--- src/rtl/game_pkg.sv ---
// Shared types for the snake game-flow controller: state encoding and sizing helpers.
package game_pkg;

    localparam logic [2:0] CODE_IDLE      = 3'd0;
    localparam logic [2:0] CODE_PLAYING   = 3'd1;
    localparam logic [2:0] CODE_PAUSED    = 3'd2;
    localparam logic [2:0] CODE_DYING     = 3'd3;
    localparam logic [2:0] CODE_GAME_OVER = 3'd4;
    localparam logic [2:0] CODE_WIN       = 3'd5;

    typedef enum logic [2:0] {
        ST_IDLE      = CODE_IDLE,
        ST_PLAYING   = CODE_PLAYING,
        ST_PAUSED    = CODE_PAUSED,
        ST_DYING     = CODE_DYING,
        ST_GAME_OVER = CODE_GAME_OVER,
        ST_WIN       = CODE_WIN
    } state_t;

    function automatic int lives_w(input int num_lives);
        return $clog2(num_lives + 1);
    endfunction

endpackage

--- src/rtl/respawn_timer.sv ---
// Loadable down-counter advanced by a tick enable; done flags the tick that takes it from 1 to 0.
// Load has priority over ticking; the counter saturates at zero.
module respawn_timer #(
    parameter int W = 4
) (
    input  logic         clock,
    input  logic         reset,
    input  logic         load,
    input  logic [W-1:0] load_val,
    input  logic         tick_en,
    output logic         done
);

    logic [W-1:0] count_q;
    logic [W-1:0] count_d;

    always_comb begin
        count_d = count_q;
        if (load) begin
            count_d = load_val;
        end else if (tick_en && (count_q != '0)) begin
            count_d = count_q - W'(1);
        end
    end

    always_ff @(posedge clock or posedge reset) begin
        if (reset) begin
            count_q <= '0;
        end else begin
            count_q <= count_d;
        end
    end

    assign done = tick_en && !load && (count_q == W'(1));

endmodule

--- src/rtl/game_state_ctrl.sv ---
// Game-flow controller: lives, respawn delay, pause/resume and win detection for the snake engine.
// All flags are Moore decodes of the state register; respawn is a registered one-cycle pulse.
module game_state_ctrl
    import game_pkg::*;
#(
    parameter int NUM_LIVES     = 3,
    parameter int RESPAWN_TICKS = 8,
    parameter int SCORE_W       = 8,
    parameter int WIN_SCORE     = 100,
    localparam int LIVES_W      = lives_w(NUM_LIVES)
) (
    input  logic               clock,
    input  logic               reset,
    input  logic               start,
    input  logic               pause_toggle,
    input  logic               collision,
    input  logic               tick,
    input  logic [SCORE_W-1:0] score,
    output logic               running,
    output logic               paused,
    output logic               gameOver,
    output logic               gameWin,
    output logic [LIVES_W-1:0] lives_left,
    output logic               respawn,
    output logic [2:0]         state_code
);

    localparam int                 CNT_W       = $clog2(RESPAWN_TICKS + 1);
    localparam logic [CNT_W-1:0]   RESPAWN_VAL = CNT_W'(RESPAWN_TICKS);
    localparam logic [LIVES_W-1:0] LIVES_INIT  = LIVES_W'(NUM_LIVES);
    localparam logic [SCORE_W-1:0] WIN_VAL     = SCORE_W'(WIN_SCORE);

    state_t             state_q, state_d;
    logic [LIVES_W-1:0] lives_q, lives_d;
    logic               respawn_q, respawn_d;

    logic               tmr_load;
    logic [CNT_W-1:0]   tmr_val;
    logic               tmr_done;
    logic               fresh_game;

    respawn_timer #(
        .W (CNT_W)
    ) u_respawn_timer (
        .clock    (clock),
        .reset    (reset),
        .load     (tmr_load),
        .load_val (tmr_val),
        .tick_en  (tick && (state_q == ST_DYING)),
        .done     (tmr_done)
    );

    always_comb begin
        state_d    = state_q;
        lives_d    = lives_q;
        respawn_d  = 1'b0;
        tmr_load   = 1'b0;
        tmr_val    = RESPAWN_VAL;
        fresh_game = 1'b0;

        case (state_q)
            ST_IDLE: begin
                lives_d    = LIVES_INIT;
                fresh_game = start;
            end
            ST_PLAYING: begin
                // Collision outranks win and pause; a simultaneous pause is dropped.
                if (collision && (lives_q == LIVES_W'(1))) begin
                    state_d = ST_GAME_OVER;
                    lives_d = '0;
                end else if (collision) begin
                    state_d  = ST_DYING;
                    lives_d  = lives_q - LIVES_W'(1);
                    tmr_load = 1'b1;
                end else if (score >= WIN_VAL) begin
                    state_d = ST_WIN;
                end else if (pause_toggle) begin
                    state_d = ST_PAUSED;
                end
            end
            ST_PAUSED: begin
                if (start) begin
                    fresh_game = 1'b1;
                end else if (pause_toggle) begin
                    state_d = ST_PLAYING;
                end
            end
            ST_DYING: begin
                if (start) begin
                    // Abandon the pending delay so a later death starts from a clean count.
                    fresh_game = 1'b1;
                    tmr_load   = 1'b1;
                    tmr_val    = '0;
                end else if (tmr_done) begin
                    state_d   = ST_PLAYING;
                    respawn_d = 1'b1;
                end
            end
            ST_GAME_OVER, ST_WIN: begin
                fresh_game = start;
            end
            default: begin
                state_d = ST_IDLE;
            end
        endcase

        if (fresh_game) begin
            state_d   = ST_PLAYING;
            lives_d   = LIVES_INIT;
            respawn_d = 1'b1;
        end
    end

    always_ff @(posedge clock or posedge reset) begin
        if (reset) begin
            state_q   <= ST_IDLE;
            lives_q   <= LIVES_INIT;
            respawn_q <= 1'b0;
        end else begin
            state_q   <= state_d;
            lives_q   <= lives_d;
            respawn_q <= respawn_d;
        end
    end

    assign running    = (state_q == ST_PLAYING);
    assign paused     = (state_q == ST_PAUSED);
    assign gameOver   = (state_q == ST_GAME_OVER);
    assign gameWin    = (state_q == ST_WIN);
    assign lives_left = lives_q;
    assign respawn    = respawn_q;
    assign state_code = state_q;

endmodule
--- config.mk ---
export PLATFORM = sky130hd
export DESIGN_NAME = game_state_ctrl
export DESIGN_NICKNAME = d
export VERILOG_FILES = /design/src/rtl/game_pkg.sv /design/src/rtl/respawn_timer.sv /design/src/rtl/game_state_ctrl.sv
export SDC_FILE = /design/constraint.sdc
export NUM_CORES = 1
export LEC_CHECK = 0
export ABC_AREA = 1
export CAP_MARGIN = 25
export CORE_MARGIN = 1.5
export CORE_UTILIZATION = 48
export DETAILED_ROUTE_END_ITERATION = 16
export GPL_TIMING_DRIVEN = 0
export PLACE_DENSITY = 0.82
export REMOVE_ABC_BUFFERS = 1
export SETUP_SLACK_MARGIN = 0.5
export SLEW_MARGIN = 20
export SYNTH_ARGS = -nofsm -noshare
export SYNTH_HDL_FRONTEND = slang
export SYNTH_SLANG_ARGS = --single-unit
export TNS_END_PERCENT = 50
--- constraint.sdc ---
create_clock -name clock -period 3.2 [get_ports clock]
set_clock_uncertainty 0.15 [all_clocks]
set_input_delay 0.96 -clock clock [delete_from_list [all_inputs] [get_ports clock]]
set_output_delay 0.96 -clock clock [all_outputs]
set_load 0.03 [all_outputs]
Yosys cells after proc, flatten, opt, wreduce, memory -nomap -nowiden
Cells that the tools add are included.
Operators by class
  add/sub/neg operators: 2
  $lt $le $gt $ge: 1
  equal/unequal tests: 14
  muxes and demuxes: 27
  reductions and logical operators: 14
Operators with widths (number)
  3-bit two-way mux: 9
  4-bit two-way mux: 4
  3-bit case mux with 4 select lines: 1
  8-bit by 7-bit >= comparator with 1-bit output, second input constant: 1
  1-bit two-way mux: 7
  3-bit by 2-bit equality test with 1-bit output, second input constant: 2
  3-bit equality test, second input constant: 2
  2-bit two-way mux: 3
  3-bit by 2-bit != test with 1-bit output, second input constant: 2
  3-bit != test, second input constant: 2
  6-bit by 3-bit != test with 1-bit output, second input constant: 1
  6-bit AND reduction: 1
  1-bit logical AND: 5
  4-bit by 1-bit equality test with 1-bit output, second input constant: 1
  4-bit by 2-bit != test with 1-bit output, second input constant: 1
  1-bit case mux with 2 select lines: 2
  2-bit case mux with 2 select lines: 1
  4-bit nonzero test: 1
  4-bit by 1-bit subtractor with 4-bit output, second input constant: 1
  3-bit by 1-bit equality test with 1-bit output, second input constant: 1
  3-bit logical NOT: 1
  3-bit nonzero test: 1
  3-bit OR reduction: 1
  2-bit by 1-bit equality test with 1-bit output, second input constant: 1
  other kinds (6): 6
Word-level totals
  register bits: 10
  input port bits: 14
  output and inout port bits: 10

Longest topological paths before layout
Gate-level depths: netlist of run 1.
  depth after elaboration: 11
  mapped depth: 11
  gate-level depth less buffers: 11

Modules after synthesis
Synthesis of run 1 repeated with hierarchy kept, for this count alone.
Second synthesis, totals
  cells, all modules: 136
  area, all modules: 864.6 µm²
Modules (own cells, without submodules)
  game_state_ctrl: instances 1, cells an instance 86, area an instance 534.3 µm²
  respawn_timer: instances 1, cells an instance 50, area an instance 330.3 µm²

Worst setup path after synthesis of run 1
OpenSTA, ideal clock, no wires.
  kind: register -> output
  from: register state_q[0] (netlist: state_code[0])
  to: output port gameWin
  arrival time: 1430 ps
  path slack: 660 ps
  cell stages (with the launch flop): 4
  buffers on the path: 1
  path through: dfrtp_1 > buf_4 > inv_1 > nor3_1
On the way
  word-level cells in the longest chain between the ends: 1
RTL lines
  from (decl): line game_state_ctrl.sv:33  | state_t state_q, state_d;
  from (signal assigned): line game_state_ctrl.sv:120  | state_q <= state_d;
  3-bit equality test: line game_state_ctrl.sv:129  | assign gameWin = (state_q == ST_WIN);
  to (decl): line game_state_ctrl.sv:22  | output logic gameWin,
Every way passes these cells.

Final worst setup path of run 1
  from: register state_q[1] (netlist: state_code[1])
  to: output port gameOver
On the way
  word-level cells in the longest chain between the ends: 1
RTL lines
  3-bit equality test: line game_state_ctrl.sv:128  | assign gameOver = (state_q == ST_GAME_OVER);
  to (decl): line game_state_ctrl.sv:21  | output logic gameOver,
Every way passes these cells.

==> results of run 1 <==
==> what timing repair did <==
action | in CTS | in global routing
setup endpoints to repair | 5 | 3
gates resized for setup | 3 | 1
buffers inserted | 0 | 0
hold buffers | 0 | 0
==> metal layers <==
metal | vias up | GRT usage, %
met5 | - | 0
met4 | 0 | 5.625
met3 | 2 | 6.809
met2 | 15 | 32.42
met1 | 304 | 25.47
li1 | 386 | -
==> worst register-to-register path, cell delays in order (launching register included) <==
cell	delay, ns
dfstp_2	0.54
inv_1	0.04
ha_1	0.20
nor2_1	0.23
nand2_2	0.11
nand3_2	0.10
nand2_1	0.06
nand2_1	0.05
nand2_1	0.07
nand3_1	0.08
nand2_1	0.05
==> logic make-up after synthesis <==
kind of cell,count (synthesis),share of synthesized area (%)
AO/OA/AOI/OAI,16,12.11
XOR/XNOR,1,1.146
adder cells (fa/ha/maj),3,4.911
buffers and inverters,22,12.27
flip-flops,10,33.06
AND/OR/NAND/NOR,55,36.50
==> metrics by stage <==
| step | hold WS, ns | instance area [µm²] | power (µW) | instances |
|---|---|---|---|---|
| floorplan | 0.3458 | 745.7 | 682.5 | 105 |
| global placement | 0.3502 | 975.9 | 850.2 | 142 |
| detailed placement | 0.3494 | 975.9 | 864.9 | 142 |
| CTS | 0.3590 | 1011 | 975.4 | 146 |
| global route | 0.3819 | 1013 | 1060 | 146 |
| finish | 0.3500 | 1013 | 968.7 | 146 |
==> layout make-up <==
cell class,instances,area [µm²]
fillers,118,493.0
flip-flops and latches,10,254.0
well taps,16,20.02
repair buffers,21,210.2
clock buffers,4,36.28
multi-input cells,75,417.9
inverters,20,75.07
==> Yosys cell counts (all sizes together) <==
library cell	n
ha	3
dfstp	2
nor2	9
dfrtp	8
nand2	30
inv	20
nand3	13
xnor2	1
o31ai	1
buf	2
o21ai	6
a21oi	7
a31oi	1
a211o	1
nor3	2
nand4	1
==> path summary, 6_finish.rpt <==
check                                endpoint           from
worst max-delay path                 gameOver  state_code[1]
worst min-delay path            lives_left[1]  lives_left[1]
worst max register to register  state_code[0]  lives_left[1]
worst min register to register  lives_left[1]  lives_left[1]
max in group asynchronous       lives_left[1]          reset
min in group asynchronous             respawn          reset
==> power by group through the flow <==
stage,logic [µW],registers (µW),clock network [µW]
2_1_floorplan,363,320,0
3_3_place_gp,590,260,0
3_5_place_dp,602,263,0
4_1_cts,597,262,116
5_1_grt,662,274,124
6_report,593,263,113
==> registers in the layout, indices dropped and copies added (netlist names) <==
name,count
u_respawn_timer.count_q,4
state_code,3
lives_left,2
respawn,1
==> impl_metrics.env, run 1 <==
export IMPL_grt_pass1_vias=651
export IMPL_grt_max_degree=11
export IMPL_place_gp_congestion=0.8321
export IMPL_drt_initial_drc_count=13
export IMPL_wl_per_cell_um=10.44
export IMPL_routed_wl_mm=1.524
export IMPL_max_cap_violations=0
export IMPL_syn_inst=107
export IMPL_wl_met1_um=737
export IMPL_ioPinCount=24
export IMPL_cp_depth=2
export IMPL_viasPerCell=4.842
export IMPL_cp_slowest_cell="clkdlybuf4s50_1"
export IMPL_num_nets_final=148
export IMPL_initial_core_util_pct=50.75
export IMPL_final_common_cell="nand2_1"
export IMPL_cts_path_max_buffers=2
export IMPL_cts_sink_count=10
export IMPL_grt_total_usage_pct=20.12
export IMPL_grt_pass1_wl_mm=2.760
export IMPL_cp_top_family="buffers and inverters"
export IMPL_fmax_mhz=360.5
export IMPL_timing_slew_headroom_pct=73.67
export IMPL_synth_seq_cells=10
export IMPL_period_share_pct=86.69
export IMPL_start_kind="flip-flop"
export IMPL_numCtsBuffers=3
export IMPL_clkPwrFrac_pct=11.6
export IMPL_outcome="completed"
export IMPL_die_w_um=42.91
export IMPL_synth_area_leaders="dfrtp_1, nand2_1, inv_1"
export IMPL_met2WireLength_um=716
export IMPL_rsz0062_at_grt="true"
export IMPL_num_vias=707
export IMPL_yosys_area_top_type="dfrtp_1"
export IMPL_final_cell_mix="nand2_1, inv_1, clkdlybuf4s50_1, nand3_1"
export IMPL_pre_cts_slack_ns=0.4866
export IMPL_met3_length_um=59
export IMPL_cts_root_buf="clkbuf_4"
export IMPL_gr_total_overflow=0
export IMPL_htreeDepth=1
export IMPL_finalMaxSlewViolations=0
export IMPL_synth_top_area_share_pct=26.19
export IMPL_cp_slowest_stage_delay_ns=0.69
export IMPL_pwr_share_comb_pct=61.2
export IMPL_crit_arrival_ns=1.66
export IMPL_rows=14
export IMPL_power_density_mw_per_mm2=955.8
export IMPL_power_internal_uw=493.1
export IMPL_hold_class="flip-flop to flip-flop"
export IMPL_path_class="flip-flop to primary output"
export IMPL_layout_drive_gt1_share_pct=13.85
export IMPL_yosysSeqAreaShare_pct=33.06
export IMPL_core_mm2=0.001506
export IMPL_syn_avg_cell_area_um2=7.145
export IMPL_cts_tree="built"
export IMPL_fp_dieH_um=42.91
export IMPL_syn_to_final_growth_pct=32.57
export IMPL_worst_path_buf_inv=1
export IMPL_cp_data_required_time_ns=2.09
export IMPL_layout_setup_ws_ns=0.4260
export IMPL_peakVddDrop_uv=560.7
export IMPL_routed_top_layer="met4"
export IMPL_postRouteAntennaNets=0
export IMPL_holdPathStages=2
export IMPL_worst_pin_slew_ns=0.3945
export IMPL_end_kind="primary output"
export IMPL_dr_pass1_iters=4
export IMPL_switching_share_pct=49.10
export IMPL_r2r_slack_ns=1.41
export IMPL_antenna_found_initial=0
export IMPL_crit_path_cell_trace="nor3_1, clkdlybuf4s50_1"
export IMPL_fin_util_pct=67.28
export IMPL_dp_hpwl_mm=1.216
export IMPL_timing_final_hold_violations=0
export IMPL_synth_cell_type_count=25
export IMPL_final_min_clock_period_ns=2.774
export IMPL_drc=0
export IMPL_tns_ns=0
export IMPL_crit_fanout=9
export IMPL_worstSkewPairLatency_ns=0.26
export IMPL_setup_viol=0
export IMPL_power_leakage_uw=0.0005368
export IMPL_synth_warnings=0
export IMPL_fp_dieArea_mm2=0.001841
export IMPL_clk_pin_slew_worst_paths_ns=0.07
export IMPL_seqPwrFrac_pct=27.2
export IMPL_rr_worst_depth=10
export IMPL_syn_area_um2=764.5
export IMPL_portBuffers=21
export IMPL_diodes=0
export IMPL_p_sw_uw=475.7
No activity file was read; power rests on OpenSTA's default activity.
==> run 2, diff against run 1 <==
--- a/config.mk
+++ b/config.mk
@@ -10,6 +10,7 @@
 export CORE_MARGIN = 1.5
 export CORE_UTILIZATION = 48
 export DETAILED_ROUTE_END_ITERATION = 16
+export GPL_ROUTABILITY_DRIVEN = 0
 export GPL_TIMING_DRIVEN = 0
 export PLACE_DENSITY = 0.82
 export REMOVE_ABC_BUFFERS = 1
==> results of run 2 <==
The final DEF is identical to that of run 1; final timing and power are the same.
